<file path="src/rtl/ex_mem_reg_if.sv">
// EX/MEM pipeline register bus: EX-side instruction fields in, MEM-side registered copies out.
// master = EX stage / hazard unit driving the *_i fields; slave = the EX/MEM register.
interface ex_mem_reg_if #(
   parameter int REGISTER_LENGTH = 64,
   parameter int REG_ADDR_LENGTH = 5
);
   // Transfer rule: an instruction moves into MEM on a clock edge when stall_i is low and
   // flush_i is low; valid_i marks it real. flush_i turns that edge into a bubble, even
   // under stall_i. While stall_i alone is high the register holds everything.
   logic                       stall_i;
   logic                       flush_i;
   logic                       valid_i;
   logic [REGISTER_LENGTH-1:0] result_i;
   logic                       negative_i;
   logic                       zero_i;
   logic                       carryout_i;
   logic                       overflow_i;
   logic                       set_flags_i;
   logic [REGISTER_LENGTH-1:0] store_data_i;
   logic [REG_ADDR_LENGTH-1:0] dest_reg_i;
   logic                       reg_write_i;
   logic                       mem_read_i;
   logic                       mem_write_i;
   logic                       mem_to_reg_i;

   logic                       valid_o;
   logic [REGISTER_LENGTH-1:0] result_o;
   logic [REGISTER_LENGTH-1:0] store_data_o;
   logic [REG_ADDR_LENGTH-1:0] dest_reg_o;
   logic                       reg_write_o;
   logic                       mem_read_o;
   logic                       mem_write_o;
   logic                       mem_to_reg_o;
   logic [3:0]                 flags_o;
   logic [3:0]                 flags_bypass_o;

   modport master (
      output stall_i, flush_i, valid_i, result_i, negative_i, zero_i, carryout_i,
             overflow_i, set_flags_i, store_data_i, dest_reg_i, reg_write_i,
             mem_read_i, mem_write_i, mem_to_reg_i,
      input  valid_o, result_o, store_data_o, dest_reg_o, reg_write_o, mem_read_o,
             mem_write_o, mem_to_reg_o, flags_o, flags_bypass_o
   );

   modport slave (
      input  stall_i, flush_i, valid_i, result_i, negative_i, zero_i, carryout_i,
             overflow_i, set_flags_i, store_data_i, dest_reg_i, reg_write_i,
             mem_read_i, mem_write_i, mem_to_reg_i,
      output valid_o, result_o, store_data_o, dest_reg_o, reg_write_o, mem_read_o,
             mem_write_o, mem_to_reg_o, flags_o, flags_bypass_o
   );
endinterface

</file>
<file path="src/rtl/ex_mem_reg.sv">
// EX/MEM pipeline register with stall/flush control and the architectural NZCV flags register.
// flags_bypass_o exposes the flags the EX instruction is about to commit, for branch resolution.
module ex_mem_reg #(
   parameter int REGISTER_LENGTH = 64,
   parameter int REG_ADDR_LENGTH = 5
) (
   input logic          clk_i,
   input logic          reset_i,
   ex_mem_reg_if.slave  bus
);
   logic                       valid_q;
   logic [REGISTER_LENGTH-1:0] result_q;
   logic [REGISTER_LENGTH-1:0] store_data_q;
   logic [REG_ADDR_LENGTH-1:0] dest_reg_q;
   logic [3:0]                 ctrl_q;   // {reg_write, mem_read, mem_write, mem_to_reg}
   logic [3:0]                 flags_q;  // {N, Z, C, V}

   logic [3:0] alu_flags;
   logic [3:0] ctrl_in;
   logic       flags_commit;

   assign alu_flags    = {bus.negative_i, bus.zero_i, bus.carryout_i, bus.overflow_i};
   assign ctrl_in      = {bus.reg_write_i, bus.mem_read_i, bus.mem_write_i, bus.mem_to_reg_i};
   assign flags_commit = bus.valid_i & bus.set_flags_i & ~bus.flush_i;

   always_ff @(posedge clk_i) begin
      if (reset_i) begin
         valid_q      <= 1'b0;
         result_q     <= '0;
         store_data_q <= '0;
         dest_reg_q   <= '0;
         ctrl_q       <= 4'b0000;
         flags_q      <= 4'b0000;
      end else if (bus.flush_i) begin
         // Bubble: kill the instruction but leave the datapath fields as they were.
         valid_q <= 1'b0;
         ctrl_q  <= 4'b0000;
      end else if (!bus.stall_i) begin
         valid_q      <= bus.valid_i;
         result_q     <= bus.result_i;
         store_data_q <= bus.store_data_i;
         dest_reg_q   <= bus.dest_reg_i;
         ctrl_q       <= ctrl_in & {4{bus.valid_i}};
         if (bus.valid_i && bus.set_flags_i) begin
            flags_q <= alu_flags;
         end
      end
   end

   assign bus.valid_o        = valid_q;
   assign bus.result_o       = result_q;
   assign bus.store_data_o   = store_data_q;
   assign bus.dest_reg_o     = dest_reg_q;
   assign bus.reg_write_o    = ctrl_q[3];
   assign bus.mem_read_o     = ctrl_q[2];
   assign bus.mem_write_o    = ctrl_q[1];
   assign bus.mem_to_reg_o   = ctrl_q[0];
   assign bus.flags_o        = flags_q;
   // Deliberately ignores stall_i: a stalled branch still sees the flags it is waiting on.
   assign bus.flags_bypass_o = flags_commit ? alu_flags : flags_q;
endmodule

</file>
<file path="src/flat_wrapper.sv">
// flat-port wrapper written by rule: the top's interface ports become plain ports
module ex_mem_reg_flat 
#(
   parameter int REGISTER_LENGTH = 64,
   parameter int REG_ADDR_LENGTH = 5
)
  (clk_i, reset_i, bus_stall_i, bus_flush_i, bus_valid_i, bus_result_i, bus_negative_i, bus_zero_i, bus_carryout_i, bus_overflow_i, bus_set_flags_i, bus_store_data_i, bus_dest_reg_i, bus_reg_write_i, bus_mem_read_i, bus_mem_write_i, bus_mem_to_reg_i, bus_valid_o, bus_result_o, bus_store_data_o, bus_dest_reg_o, bus_reg_write_o, bus_mem_read_o, bus_mem_write_o, bus_mem_to_reg_o, bus_flags_o, bus_flags_bypass_o);
  ex_mem_reg_if #(.REGISTER_LENGTH(REGISTER_LENGTH), .REG_ADDR_LENGTH(REG_ADDR_LENGTH)) bus_i ();
  input logic clk_i;
  input logic reset_i;
  input wire logic [$bits(bus_i.stall_i)-1:0] bus_stall_i;
  input wire logic [$bits(bus_i.flush_i)-1:0] bus_flush_i;
  input wire logic [$bits(bus_i.valid_i)-1:0] bus_valid_i;
  input wire logic [$bits(bus_i.result_i)-1:0] bus_result_i;
  input wire logic [$bits(bus_i.negative_i)-1:0] bus_negative_i;
  input wire logic [$bits(bus_i.zero_i)-1:0] bus_zero_i;
  input wire logic [$bits(bus_i.carryout_i)-1:0] bus_carryout_i;
  input wire logic [$bits(bus_i.overflow_i)-1:0] bus_overflow_i;
  input wire logic [$bits(bus_i.set_flags_i)-1:0] bus_set_flags_i;
  input wire logic [$bits(bus_i.store_data_i)-1:0] bus_store_data_i;
  input wire logic [$bits(bus_i.dest_reg_i)-1:0] bus_dest_reg_i;
  input wire logic [$bits(bus_i.reg_write_i)-1:0] bus_reg_write_i;
  input wire logic [$bits(bus_i.mem_read_i)-1:0] bus_mem_read_i;
  input wire logic [$bits(bus_i.mem_write_i)-1:0] bus_mem_write_i;
  input wire logic [$bits(bus_i.mem_to_reg_i)-1:0] bus_mem_to_reg_i;
  output wire logic [$bits(bus_i.valid_o)-1:0] bus_valid_o;
  output wire logic [$bits(bus_i.result_o)-1:0] bus_result_o;
  output wire logic [$bits(bus_i.store_data_o)-1:0] bus_store_data_o;
  output wire logic [$bits(bus_i.dest_reg_o)-1:0] bus_dest_reg_o;
  output wire logic [$bits(bus_i.reg_write_o)-1:0] bus_reg_write_o;
  output wire logic [$bits(bus_i.mem_read_o)-1:0] bus_mem_read_o;
  output wire logic [$bits(bus_i.mem_write_o)-1:0] bus_mem_write_o;
  output wire logic [$bits(bus_i.mem_to_reg_o)-1:0] bus_mem_to_reg_o;
  output wire logic [$bits(bus_i.flags_o)-1:0] bus_flags_o;
  output wire logic [$bits(bus_i.flags_bypass_o)-1:0] bus_flags_bypass_o;
  assign bus_i.stall_i = bus_stall_i;
  assign bus_i.flush_i = bus_flush_i;
  assign bus_i.valid_i = bus_valid_i;
  assign bus_i.result_i = bus_result_i;
  assign bus_i.negative_i = bus_negative_i;
  assign bus_i.zero_i = bus_zero_i;
  assign bus_i.carryout_i = bus_carryout_i;
  assign bus_i.overflow_i = bus_overflow_i;
  assign bus_i.set_flags_i = bus_set_flags_i;
  assign bus_i.store_data_i = bus_store_data_i;
  assign bus_i.dest_reg_i = bus_dest_reg_i;
  assign bus_i.reg_write_i = bus_reg_write_i;
  assign bus_i.mem_read_i = bus_mem_read_i;
  assign bus_i.mem_write_i = bus_mem_write_i;
  assign bus_i.mem_to_reg_i = bus_mem_to_reg_i;
  assign bus_valid_o = bus_i.valid_o;
  assign bus_result_o = bus_i.result_o;
  assign bus_store_data_o = bus_i.store_data_o;
  assign bus_dest_reg_o = bus_i.dest_reg_o;
  assign bus_reg_write_o = bus_i.reg_write_o;
  assign bus_mem_read_o = bus_i.mem_read_o;
  assign bus_mem_write_o = bus_i.mem_write_o;
  assign bus_mem_to_reg_o = bus_i.mem_to_reg_o;
  assign bus_flags_o = bus_i.flags_o;
  assign bus_flags_bypass_o = bus_i.flags_bypass_o;
  ex_mem_reg #(.REGISTER_LENGTH(REGISTER_LENGTH), .REG_ADDR_LENGTH(REG_ADDR_LENGTH)) u_core (.clk_i(clk_i), .reset_i(reset_i), .bus(bus_i));
endmodule
</file>
<file path="config.mk">
export PLATFORM = sky130hd
export DESIGN_NAME = ex_mem_reg_flat
export DESIGN_NICKNAME = d
export VERILOG_FILES = /design/src/rtl/ex_mem_reg_if.sv /design/src/rtl/ex_mem_reg.sv /design/src/flat_wrapper.sv
export SDC_FILE = /design/constraint.sdc
export NUM_CORES = 1
export LEC_CHECK = 0
export ABC_CLOCK_PERIOD_IN_PS = 3200
export CAP_MARGIN = 15
export CELL_PAD_IN_SITES_DETAIL_PLACEMENT = 1
export CELL_PAD_IN_SITES_GLOBAL_PLACEMENT = 1
export CORE_ASPECT_RATIO = 0.75
export CORE_UTILIZATION = 25
export DETAILED_ROUTE_END_ITERATION = 10
export DONT_BUFFER_PORTS = 1
export HOLD_SLACK_MARGIN = 0.12
export PLACE_DENSITY = 0.48
export SYNTH_ARGS = -nofsm -noshare
export SYNTH_HDL_FRONTEND = slang
export SYNTH_SLANG_ARGS = --single-unit
export TNS_END_PERCENT = 5
</file>
<file path="constraint.sdc">
create_clock -name clk_i -period 3.2 [get_ports clk_i]
set_input_delay 0.64 -clock clk_i [delete_from_list [all_inputs] [get_ports clk_i]]
set_output_delay 0.64 -clock clk_i [all_outputs]
set_load 0.05 [all_outputs]
</file>
# Yosys cells after proc, flatten, opt, wreduce, memory -nomap -nowiden
# Cells that the tools add are included.
# Widths: inputs -> output; s select.
# word_totals
input_bits	147
out_inout_bits	146
ff_bits	142
mem_count	0
mem_bits_rw	0
latchBits	0
mem_bits_ro	0
# classes
n_mux	1
addsub	0
magnitude_cmp	0
div	0
bitwise_logic	5
n_shift	0
reduce_logical	4
multipliers	0
n_eq_ne	0
# op_table
operator	count
$and 4x4->4	1
$mux 4	1
$reduce_and 3->1	1
$and 1x1->1	2
$not 1->1	2
$reduce_and 2->1	1
$reduce_or 2->1	1
$logic_and 1x1->1	1

# Longest topological paths before layout
# logic_depth
word_depth	3
mapped_depth	5
mapped_depth_nobuf	2

# Least setup slack after synthesis
# No wires, ideal clock.
# synth_timing
path_kind	input port to output port
from	input bus_flush_i
to	output bus_flags_bypass_o[0]
n_path_buf	2
required_time_ns	2.560
path_slack_ns	1.070
arrival_ns	1.490
stages	4
path_cell_list	buf_6 > buf_6 > nand3b_4 > mux2_2
# synth_between
elab_chain_len	3
# synth_rtl
element	line	rtl
start: declaration	flat_wrapper.sv:12	input wire logic [$bits(bus_i.flush_i)-1:0] bus_flush_i;
$not 1->1 (no line)	-	
$and 1x1->1	ex_mem_reg.sv:24	assign flags_commit = bus.valid_i & bus.set_flags_i & ~bus.flush_i;
$mux 4	ex_mem_reg.sv:60	assign bus.flags_bypass_o = flags_commit ? alu_flags : flags_q;
end: declaration	flat_wrapper.sv:35	output wire logic [$bits(bus_i.flags_bypass_o)-1:0] bus_flags_bypass_o;
# Every way passes these cells.

# Worst setup path in the final report
# layout_timing
from	register u_core.flags_q[1] (netlist: u_core.bus.flags_o[1])
to	output bus_flags_bypass_o[1]
# layout_between
elab_chain_len	1
# layout_rtl
element	line	rtl
start: declaration	ex_mem_reg.sv:16	logic [3:0] flags_q;
start signal: assignment	ex_mem_reg.sv:45	flags_q <= alu_flags;
$mux 4	ex_mem_reg.sv:60	
# Every way passes these cells.

==> run metrics <==
status completed; synthesized area 6065 sq um; GRT Residual Overflow 0; Reg2Reg Depth 2; H-Tree Level Count 4; most instantiated cells after synthesis 142 x dfxtp_1, 137 x a21oi_1, 133 x or3b_1, 68 x o21ai_0, 65 x o21ai_1; fin cells 909; number of global-route vias before repair 4588; syn_nets 797; CP Class flop to output port; post-route clock period utilization 67.67%; crit path launch type flop; GR Util All Layers 13.44%; die width 181.8 microns; Switch Pwr 0.001147 W; chip height 136.9 microns; WP data arrival 1.53 ns; Main synth FF type dfxtp_1; Netlist cell types 20; CTS root buffer clkbuf_16; TritonRoute pass-1 iters 4; post-CTS resize count 0; R2R Setup Slk 2.07 ns; io pins 293; Sw Share 27.08%; Worst-Margin Slew 0.5825 ns; cell count along the critical path 1; Cell Chain, Critical Path mux2_2; Maximum Capacitance Violations 0; Synth area leaders dfxtp_1 47%, or3b_1 19%, a21oi_1 11%, o21ai_0 5.6%, o21ai_1 5.4%; share of power burned in registers 51.5%; RSZ-0062 raised after global routing false; Cell Int Power 0.003090 W; Worst Path Buf+Inv 0; Power Total 0.004237 W; Final HPWL DP 10.65 mm; FFs w/ async S/R, synth 0%; fmax 0.4618 GHz; TritonCTS clock tree done; Synth top area share 46.87%; kind of cell adding the most delay to the critical path flip-flops; PortBufs 0; Leakage 2.127 nW; fin nets 740; buffer count from post-CTS setup fixing 0; largest net degree at the start of global routing 277; clk_lat worst skew 0.42 ns; Clk network pwr share 44.8%; routability cong. 0.7052; Clock Sinks 142; sequential element share of the synthesized area 46.87%; wirelength, routed 17.36 mm; DRC 0; skew final 0 ns; Worst Hold Depth 1; Mapped Avg Cell Area 9.330 sq um; initial DRC count 139; Die ar. 24890 sq um; CTS buffer count 17; Max FO, Critical Path 3; critical path required time 2.56 ns; worst hold path type input pin to flop; pwr dens 648.8 nW/um^2; ANT nets after route 0; setup TNS 0 ns; global-route wire length before repair 26.09 mm; Synth Register Bits 142; design area 6531 sq um; P&R area growth vs syn 7.695%; Final Hold Viols 0; Post-synth EDFFs 0; crit-path max cell delay 0.66 ns; placed cells 874; Util after Layout 27.88%; most common cell in the netlist dfxtp_1; hold_buf cts 0; Max VDD drop 0.3406 mV; Final Critical Period 2.165 ns; layout cells sized above 1 5.611%; core area 23420 sq um; vias after detailed routing 4666; Clock Tree Buf Depth 2; Clock Pin Slew Worst Setup and Hold Paths 0.06 ns; M1 GR Usage 15.18%; placed inst area 5967 sq um; gr busiest metal met2; Max-Slew Margin vs Limit 61.11%; Warnings, synthesis 0; FILL cells 2702; combinational group share of total power 3.7%; GR met2 Demand/Resource 21.30%; Avg WL per Cell 19.10 microns; post-synthesis cell count 650; # setup viols final 0; initial antenna violation count 4; effective utilization at floorplan 25.89%; Vias/cell 5.133; Rows 48; Synth area leader dfxtp_1; crit path max-delay cell type dfxtp_1; Pins Over Slew Limit 0; Critical Path End Type output port; M3 GR Usage 6.519%
[placed cells by master (no fill, tap or decap), drive strengths merged, types with 5 or more instances in the layout]
cell type and count:
nand3b 5, o21ai 133, dfxtp 142, or3b 133, nand2b 8, a21oi 137
clkbuf 26, mux2i 5
[worst register-to-register path: cells and delay by family, from the launching register on]
family         cells  cell delay, ns
flip-flops         1            0.65
AO/OA/AOI/OAI      2            0.40
[layout make-up]
class / instances / area [sq um] / share of cell area [%]
clock buffer: 26 / 499.2 / 7.644
antenna: 3 / 7.507 / 0.1149
multi-input combinational: 432 / 2749 / 42.09
clock inverter: 6 / 57.56 / 0.8812
tap: 300 / 375.4 / 5.747
sequential: 142 / 2843 / 43.52
[power by group through the flow]
stage | combinational (W) | sequential (W) | clock, W
after floorplan | 0.000263 | 0.00219 | 0
after global placement | 0.000148 | 0.00222 | 0
after detailed placement | 0.000159 | 0.00222 | 0
after CTS | 0.000160 | 0.00218 | 0.00198
after global routing | 0.000178 | 0.00219 | 0.00205
final | 0.000157 | 0.00218 | 0.00190
[cells by family (layout without fill, tap and decap cells)]
kind of cell | Yosys count | in the layout | synth area share [%]
AOI/OAI and AO/OA | 270 | 270 | 22.28
other | 0 | 3 | 0
buffers and inverters | 76 | 32 | 7.799
DFF | 142 | 142 | 46.87
muxes | 9 | 9 | 1.568
and+or+nand+nor | 153 | 153 | 21.48
[registers in the layout, indices dropped and copies added, names as in the netlist]
register                 count
u_core.ctrl_q                4
u_core.bus.dest_reg_o        5
u_core.bus.flags_o           4
u_core.bus.store_data_o     64
u_core.bus.valid_o           1
u_core.bus.result_o         64
[final timing paths]
| check | start | to |
|---|---|---|
| worst max-delay path | u_core.bus.flags_o[1]$_SDFFE_PP0P_ | bus_flags_bypass_o[1] |
| worst min-delay path | reset_i | u_core.bus.result_o[26]$_SDFFE_PP0P_ |
| worst min register to register | u_core.ctrl_q[0]$_SDFFE_PP0N_ | u_core.ctrl_q[0]$_SDFFE_PP0N_ |
| worst max register to register | u_core.bus.result_o[8]$_SDFFE_PP0P_ | u_core.bus.result_o[8]$_SDFFE_PP0P_ |
[metal layers]
metal  vias to the layer above  share of wire (%)
li1                       2266                  -
met1                      2211                 41
met2                       159                 47
met3                        28                 10
met4                         2                2.1
met5                         -              0.046
[metrics by stage]
step	hold slack, ns	setup slack [ns]
floorplan	0.6664	1.070
global placement	0.6972	1.311
detailed placement	0.6954	1.298
CTS	0.2562	1.002
global route	0.2639	0.9841
finish	0.2919	1.035
(Power assumes the default switching activity.)
